<file path="src/rtl/rv32i_types.sv">
// Shared RV32I decode types, control word and queue entry for decode_queue.
// Optional RV32M fields are present only when DECODE_QUEUE_MULDIV_EN is defined.
package rv32i_types;

  typedef enum logic [6:0] {
    op_lui   = 7'b0110111,
    op_auipc = 7'b0010111,
    op_jal   = 7'b1101111,
    op_jalr  = 7'b1100111,
    op_br    = 7'b1100011,
    op_load  = 7'b0000011,
    op_store = 7'b0100011,
    op_imm   = 7'b0010011,
    op_reg   = 7'b0110011
  } rv32i_opcode;

  typedef enum logic [2:0] {
    beq = 3'b000, bne = 3'b001, blt = 3'b100, bge = 3'b101, bltu = 3'b110, bgeu = 3'b111
  } branch_funct3_t;

  typedef enum logic [2:0] {
    lb = 3'b000, lh = 3'b001, lw = 3'b010, lbu = 3'b100, lhu = 3'b101
  } load_funct3_t;

  typedef enum logic [2:0] {
    sb = 3'b000, sh = 3'b001, sw = 3'b010
  } store_funct3_t;

  typedef enum logic [2:0] {
    add = 3'b000, sll = 3'b001, slt = 3'b010, sltu = 3'b011,
    axor = 3'b100, sr = 3'b101, aor = 3'b110, aand = 3'b111
  } arith_funct3_t;

  typedef enum logic [2:0] {
    alu_add = 3'b000, alu_sll = 3'b001, alu_sra = 3'b010, alu_sub = 3'b011,
    alu_xor = 3'b100, alu_srl = 3'b101, alu_or = 3'b110, alu_and = 3'b111
  } alu_ops;

  typedef enum logic {am1_rs1_out = 1'b0, am1_pc_out = 1'b1} alumux1_sel_t;

  typedef enum logic [2:0] {
    am2_i_imm = 3'd0, am2_u_imm = 3'd1, am2_b_imm = 3'd2,
    am2_s_imm = 3'd3, am2_j_imm = 3'd4, am2_rs2_out = 3'd5
  } alumux2_sel_t;

  typedef enum logic {cm_rs2_out = 1'b0, cm_i_imm = 1'b1} cmpmux_sel_t;

  typedef enum logic [3:0] {
    rf_alu_out = 4'd0, rf_br_en = 4'd1, rf_u_imm = 4'd2, rf_lw = 4'd3, rf_pc_plus4 = 4'd4,
    rf_lb = 4'd5, rf_lbu = 4'd6, rf_lh = 4'd7, rf_lhu = 4'd8
  } regfilemux_sel_t;

  typedef enum logic {mm_pc_out = 1'b0, mm_alu_out = 1'b1} marmux_sel_t;

`ifdef DECODE_QUEUE_MULDIV_EN
  typedef enum logic [2:0] {
    mul = 3'b000, mulh = 3'b001, mulhsu = 3'b010, mulhu = 3'b011,
    div = 3'b100, divu = 3'b101, rem = 3'b110, remu = 3'b111
  } muldiv_funct3_t;
`endif

  typedef struct packed {
    rv32i_opcode     opcode;
    logic [2:0]      funct3;
    logic [6:0]      funct7;
    alu_ops          aluop;
    branch_funct3_t  cmpop;
    alumux1_sel_t    alumux1_sel;
    alumux2_sel_t    alumux2_sel;
    cmpmux_sel_t     cmpmux_sel;
    regfilemux_sel_t regfilemux_sel;
    marmux_sel_t     marmux_sel;
    logic            load_regfile;
    logic            mem_read;
    logic            mem_write;
    logic            br;
    logic            jump;
`ifdef DECODE_QUEUE_MULDIV_EN
    logic            muldiv;
    muldiv_funct3_t  muldiv_op;
`endif
  } rv32i_control_word;

  localparam logic [6:0] F7_BASE   = 7'b0000000;
  localparam logic [6:0] F7_ALT    = 7'b0100000;
  localparam logic [6:0] F7_MULDIV = 7'b0000001;

  // Widest PC a queue entry can carry; narrower PC_W values are zero-extended.
  localparam int PC_MAX_W = 64;

  typedef struct packed {
    rv32i_control_word     ctrl;
    logic [31:0]           instr;
    logic [PC_MAX_W-1:0]   pc;
    logic                  illegal;
  } decode_entry_t;

endpackage

</file>
<file path="src/rtl/instr_decoder.sv">
// Combinational RV32I decoder: raw instruction to control word plus illegal flag.
// RV32M decode on op_reg/funct7=0000001 is enabled by DECODE_QUEUE_MULDIV_EN.
module instr_decoder
  import rv32i_types::*;
(
  input  logic [31:0]       instr,
  output rv32i_control_word ctrl,
  output logic              illegal
);

  logic [6:0]        opcode;
  logic [2:0]        funct3;
  logic [6:0]        funct7;
  rv32i_control_word dec;
  logic              bad;
  logic              unused_fields;

  assign opcode = instr[6:0];
  assign funct3 = instr[14:12];
  assign funct7 = instr[31:25];
  assign unused_fields = ^{instr[24:15], instr[11:7]};

  // NOTE: dec and bad get defaults before the case so every path assigns them; no latch.
  always_comb begin
    dec        = '0;
    bad        = 1'b0;
    dec.opcode = rv32i_opcode'(opcode);
    dec.funct3 = funct3;
    dec.funct7 = funct7;
    case (opcode)
      op_lui: begin
        dec.load_regfile   = 1'b1;
        dec.regfilemux_sel = rf_u_imm;
      end
      op_auipc: begin
        dec.alumux1_sel  = am1_pc_out;
        dec.alumux2_sel  = am2_u_imm;
        dec.load_regfile = 1'b1;
      end
      op_jal: begin
        dec.alumux1_sel    = am1_pc_out;
        dec.alumux2_sel    = am2_j_imm;
        dec.load_regfile   = 1'b1;
        dec.regfilemux_sel = rf_pc_plus4;
        dec.jump           = 1'b1;
      end
      op_jalr: begin
        dec.alumux2_sel    = am2_i_imm;
        dec.load_regfile   = 1'b1;
        dec.regfilemux_sel = rf_pc_plus4;
        dec.jump           = 1'b1;
      end
      op_br: begin
        dec.alumux1_sel = am1_pc_out;
        dec.alumux2_sel = am2_b_imm;
        dec.cmpop       = branch_funct3_t'(funct3);
        dec.br          = 1'b1;
        bad             = (funct3 == 3'b010) || (funct3 == 3'b011);
      end
      op_load: begin
        dec.alumux2_sel  = am2_i_imm;
        dec.marmux_sel   = mm_alu_out;
        dec.mem_read     = 1'b1;
        dec.load_regfile = 1'b1;
        case (funct3)
          lb:      dec.regfilemux_sel = rf_lb;
          lh:      dec.regfilemux_sel = rf_lh;
          lw:      dec.regfilemux_sel = rf_lw;
          lbu:     dec.regfilemux_sel = rf_lbu;
          lhu:     dec.regfilemux_sel = rf_lhu;
          default: bad = 1'b1;
        endcase
      end
      op_store: begin
        dec.alumux2_sel = am2_s_imm;
        dec.marmux_sel  = mm_alu_out;
        dec.mem_write   = 1'b1;
        bad             = (funct3 > 3'b010);
      end
      op_imm: begin
        dec.alumux2_sel  = am2_i_imm;
        dec.load_regfile = 1'b1;
        case (funct3)
          slt:  begin dec.cmpop = blt;  dec.cmpmux_sel = cm_i_imm; dec.regfilemux_sel = rf_br_en; end
          sltu: begin dec.cmpop = bltu; dec.cmpmux_sel = cm_i_imm; dec.regfilemux_sel = rf_br_en; end
          sll: begin
            dec.aluop = alu_sll;
            bad       = (funct7 != F7_BASE);
          end
          sr: begin
            dec.aluop = funct7[5] ? alu_sra : alu_srl;
            bad       = (funct7 != F7_BASE) && (funct7 != F7_ALT);
          end
          default: dec.aluop = alu_ops'(funct3);
        endcase
      end
      op_reg: begin
        dec.alumux2_sel  = am2_rs2_out;
        dec.load_regfile = 1'b1;
        if ((funct7 == F7_BASE) ||
            ((funct7 == F7_ALT) && ((funct3 == add) || (funct3 == sr)))) begin
          case (funct3)
            add:     dec.aluop = funct7[5] ? alu_sub : alu_add;
            sr:      dec.aluop = funct7[5] ? alu_sra : alu_srl;
            slt:     begin dec.cmpop = blt;  dec.regfilemux_sel = rf_br_en; end
            sltu:    begin dec.cmpop = bltu; dec.regfilemux_sel = rf_br_en; end
            default: dec.aluop = alu_ops'(funct3);
          endcase
        end
`ifdef DECODE_QUEUE_MULDIV_EN
        else if (funct7 == F7_MULDIV) begin
          dec.muldiv    = 1'b1;
          dec.muldiv_op = muldiv_funct3_t'(funct3);
        end
`endif
        else begin
          bad = 1'b1;
        end
      end
      default: bad = 1'b1;
    endcase
    if (instr[1:0] != 2'b11) bad = 1'b1;
  end

  assign illegal = bad;
  assign ctrl    = bad ? '0 : dec;

endmodule

</file>
<file path="src/rtl/decode_queue.sv">
// Decode-and-buffer stage between fetch and issue: DEPTH-entry FIFO of decoded
// instructions with valid/ready on both sides and synchronous flush. Macro: DECODE_QUEUE_MULDIV_EN.
module decode_queue
  import rv32i_types::*;
#(
  parameter int DEPTH = 4,
  parameter int PC_W  = 32
) (
  input  logic                     clk,
  input  logic                     rst_n,
  input  logic                     flush,
  input  logic                     in_valid,
  output logic                     in_ready,
  input  logic [31:0]              in_instr,
  input  logic [PC_W-1:0]          in_pc,
  output logic                     out_valid,
  input  logic                     out_ready,
  output rv32i_control_word        out_ctrl,
  output logic [31:0]              out_instr,
  output logic [PC_W-1:0]          out_pc,
  output logic                     out_illegal,
  output logic [$clog2(DEPTH):0]   occupancy
);

  localparam int AW = $clog2(DEPTH);
  localparam int CW = AW + 1;

  decode_entry_t     mem [DEPTH];
  decode_entry_t     wr_entry;
  decode_entry_t     head;
  rv32i_control_word dec_ctrl;
  logic              dec_illegal;
  logic [AW-1:0]     wr_ptr;
  logic [AW-1:0]     rd_ptr;
  logic [CW-1:0]     count;
  logic              push;
  logic              pop;
  logic              unused_head_pc;

  instr_decoder u_decoder (
    .instr   (in_instr),
    .ctrl    (dec_ctrl),
    .illegal (dec_illegal)
  );

  // Both handshakes look only at the registered count, so a pop never opens in_ready early.
  assign in_ready  = (count != CW'(DEPTH));
  assign out_valid = (count != '0);
  assign push      = in_valid && in_ready && !flush;
  assign pop       = out_valid && out_ready && !flush;

  always_comb begin
    wr_entry         = '0;
    wr_entry.ctrl    = dec_ctrl;
    wr_entry.instr   = in_instr;
    wr_entry.pc      = PC_MAX_W'(in_pc);
    wr_entry.illegal = dec_illegal;
  end

  // NOTE: sequential state uses non-blocking assignments so every register samples pre-edge values.
  always_ff @(posedge clk or negedge rst_n) begin
    if (!rst_n) begin
      wr_ptr <= '0;
      rd_ptr <= '0;
      count  <= '0;
    end else if (flush) begin
      wr_ptr <= '0;
      rd_ptr <= '0;
      count  <= '0;
    end else begin
      if (push) wr_ptr <= wr_ptr + AW'(1);
      if (pop)  rd_ptr <= rd_ptr + AW'(1);
      case ({push, pop})
        2'b10:   count <= count + CW'(1);
        2'b01:   count <= count - CW'(1);
        default: count <= count;
      endcase
    end
  end

  // NOTE: storage has no reset; out_valid gates every read, so stale contents are never observed.
  always_ff @(posedge clk) begin
    if (push) mem[wr_ptr] <= wr_entry;
  end

  assign head           = mem[rd_ptr];
  assign unused_head_pc = ^head.pc;

  assign out_ctrl    = out_valid ? head.ctrl : '0;
  assign out_instr   = out_valid ? head.instr : '0;
  assign out_pc      = out_valid ? head.pc[PC_W-1:0] : '0;
  assign out_illegal = out_valid ? head.illegal : 1'b0;
  assign occupancy   = count;

endmodule

</file>
<file path="config.mk">
export PLATFORM = sky130hd
export DESIGN_NAME = decode_queue
export DESIGN_NICKNAME = d
export VERILOG_FILES = /design/src/rtl/rv32i_types.sv /design/src/rtl/instr_decoder.sv /design/src/rtl/decode_queue.sv
export SDC_FILE = /design/constraint.sdc
export NUM_CORES = 1
export LEC_CHECK = 0
export CORE_UTILIZATION = 39
export DETAILED_ROUTE_END_ITERATION = 8
export DONT_BUFFER_PORTS = 1
export GPL_TIMING_DRIVEN = 1
export PLACE_DENSITY_LB_ADDON = 0.2
export SETUP_SLACK_MARGIN = 0.4
export SYNTH_ARGS = -nofsm -noshare
export SYNTH_HDL_FRONTEND = slang
export SYNTH_SLANG_ARGS = --single-unit
</file>
<file path="constraint.sdc">
create_clock -name clk -period 10.4 [get_ports clk]
set_clock_uncertainty 0.05 [all_clocks]
set_input_delay 2.08 -clock clk [delete_from_list [all_inputs] [get_ports clk]]
set_output_delay 2.08 -clock clk [all_outputs]
set_load 0.01 [all_outputs]
</file>
==> results.md <==
* Status: completed
* Clock buffer depth at 3
* Met2 global-route usage at 0.262
* R2R cell count at 5
* CTS tree: done
* Met1 global-route usage at 0.226
* Syn_area_per_cell at 20.3 sq um
* Clk pin slew, worst setup/hold paths at 0.05 ns
* Fmax at 191 MHz
* Reg2reg start: occupancy[0]
* Die height at 209 um
* Max-slew violations at 0
* Hold Crit Start: wr_ptr[1]
* GR Util All Layers at 0.166
* Critical path endpoint category: primary output
* Gate power share at 0.218
* Gate Count Post-Synth at 825
* Req. time, crit path at 8.27 ns
* Dpl hpwl at 20300 um
* Register share of total power at 0.442
* Most used flip-flop cell after synthesis: edfxtp_1
* Area grow syn2layout at 12.0%
* Dominant cells by area after synthesis: edfxtp_1 74%, mux4_2 14%, and2_1 4.1%
* WL/cell at 25.3 um
* Nets@finish at 907
* # fillers at 3566
* Post-synthesis cell type count at 49
* TNS Setup at 0 ns
* Initial core utilization at 0.397
* Clk sinks at 419
* Met3 Use GR at 0.0497
* Row count at 75
* Multi-input gate area at 3900 sq um
* RSZ-0062 raised after global routing: false
* Largest net degree at the start of global routing at 82
* Die area at 43700 sq um
* Final worst-path cycle share at 0.502
* Worst path slowest cell: dfrtp_4
* Post-synthesis sequential area ratio at 0.751
* Post-CTS setup repair buffer count at 0
* First-pass GRT wire length at 53400 um
* Worst VDD drop at 0.143 mV
* Top cell type's share of synthesized area at 0.740
* Max_cap viols at 0
* Grt total ovfl at 0
* Routability Congestion at 0.691
* Internal Power at 0.00329 W
* Worst min path class: flip-flop to flip-flop
* Post-synth EDFFs at 412
* Crit start category: flip-flop
* Seq. cell area at 12600 sq um
* Pre-Repair DR Iteration Count at 5
* Via density at 5.41
* I/O Pins at 177
* # hold bufs at CTS at 0
* Vias in the first global route at 8078
* Layout cell share with drive strength beyond 1 at 0.228
* Hold depth at 2
* Clock power frac at 0.340
* Crit. Startpoint: rd_ptr[1]
* Final setup fails at 0
* Slew HR at 0.251
* DRT antenna net count at 0
* DRC violations left at 0
* Post-Syn Area at 16700 sq um
* Die width at 209 um
* Vias after detailed routing at 7623
* Min Hold Slack at 0.528 ns
* Synthesized Nets at 899
* Cts bufs inserted at 46
* Pwr/cell area at 245 nW/um^2
* Core Area at 42100 sq um
* GR peak layer: met2
* P_sw at 0.00129 W
* CP arrival at 3.09 ns
* Ys async rst share at 0.0167
* Port Buffer Count at 0
* Yosys reg bits at 419
* LEAKAGE at 5.78 nW
* Placement Setup Slack at 5.67 ns
* Final wirelength at 35700 um
* Worst setup margin at 5.18 ns
* Final hold viol count at 0
* Sw Ratio at 0.282
* CP peak stage delay at 1.01 ns
* Antenna Cells at 0
* Cts repair resizes at 0
* Kind of critical path: flip-flop to primary output
* CP cell instances: buf_4 -> mux4_2 -> and2_1
* Latest clock arrival within the worst-skew pair at 0.55 ns
* Synth Warn # at 0
* Root Driver: clkbuf_16
* Slew @ Worst Pin at 1.12 ns
* Max FO, Critical Path at 53
* Number of DRC markers in iteration 0 at 587
* Initial antenna violation count at 0
* Yosys top cell by area: edfxtp_1
* CTS H-Tree Depth at 2
* Final Critical Period at 5.22 ns
## cell usage after synthesis, drive strengths merged, types with 2 or more instances
library cell    n
a21o            2
a21oi           5
a2bb2oi         2
a31o            2
a31oi           2
and2          109
buf            17
clkbuf         32
dfrtp           7
edfxtp        412
ha              4
inv            17
mux4          103
nand2          10
nand3           6
nor2           19
nor3           21
nor3b           3
nor4            8
o21ai          12
or3             4
or4             3
xnor2           2
xor2            4
## cell type report
cell class	instances	area share
inverter	17	0.00341
tap	539	0.0360
sequential	419	0.671
timing repair buffer	9	0.00361
multi-input combinational	340	0.209
clock inverter	29	0.0130
clock buffer	55	0.0645
## sequential cells by signal (all words and copies together), names as in the netlist
register	cells
rd_ptr	2
occupancy	3
mem	412
wr_ptr	2
## metrics by stage
step / cells / cell area (sq um) / power, W / utilization
6_report: 1408 / 18700 / 0.00458 / 0.444
3_3_place_gp: 1324 / 17300 / 0.00310 / 0.410
2_1_floorplan: 825 / 16700 / 0.00284 / -
3_5_place_dp: 1324 / 17300 / 0.00310 / 0.410
5_1_grt: 1408 / 18700 / 0.00480 / 0.444
4_1_cts: 1408 / 18700 / 0.00468 / 0.444
## layer usage
metal / part of all wire / vias to the layer above
met2: 0.47 / 209
met1: 0.45 / 4032
met4: 0.018 / 0
met5: 0 / -
li1: - / 3336
met3: 0.062 / 46
## power groups by stage
stage | clock (W) | combinational (W) | sequential [W]
after CTS | 0.00161 | 0.00104 | 0.00203
after detailed placement | 0 | 0.00104 | 0.00207
final | 0.00156 | 0.000997 | 0.00202
after global routing | 0.00167 | 0.00109 | 0.00204
after floorplan | 0 | 0.000830 | 0.00201
after global placement | 0 | 0.00104 | 0.00206
## final timing paths
check,endpoint,slack [ns]
setup / recovery,out_ctrl[14],5.18
hold / removal,wr_ptr[1],0.53
setup reg to reg,mem[1][40],7.09
hold reg to reg,wr_ptr[1],0.53
max in group asynchronous,rd_ptr[1],9.05
min in group asynchronous,occupancy[0],1.16
## cells by family (layout without fill, tap and decap cells)
family	Yosys count	in the layout	share of synthesized area
AO/OA/AOI/OAI	34	34	0.0145
AND/OR/NAND/NOR	191	191	0.0715
buffers and inverters	66	110	0.0165
XOR/XNOR	6	6	0.00314
adder cells (fa/ha/maj)	5	5	0.00419
multiplexers	104	104	0.139
flip-flops	419	419	0.751
## worst max-delay path, delay by kind of cell, from the launching register on
| family | cells | cell delay, ns |
|---|---|---|
| flip-flops | 1 | 1.01 |
| buffers and inverters | 1 | 0.82 |
| multiplexers | 1 | 0.44 |
| AND/OR/NAND/NOR | 1 | 0.22 |
## layout by cell type (no fill, tap or decap), types with 4 or more instances in the layout
cell and instances:
a21oi_1 5, and2_1 105, and2_4 4, buf_4 9, bufinv_16 4, clkbuf_1 8
clkbuf_16 47, clkinv_1 16, dfrtp_1 5, edfxtp_1 412, ha_1 4, inv_1 17
mux4_2 103, nand2_1 10, nand3_1 5, nor2_1 19, nor3_1 12, nor3_2 9
nor4_1 8, o21ai_0 12, xor2_1 4
(Power assumes the default switching activity.)
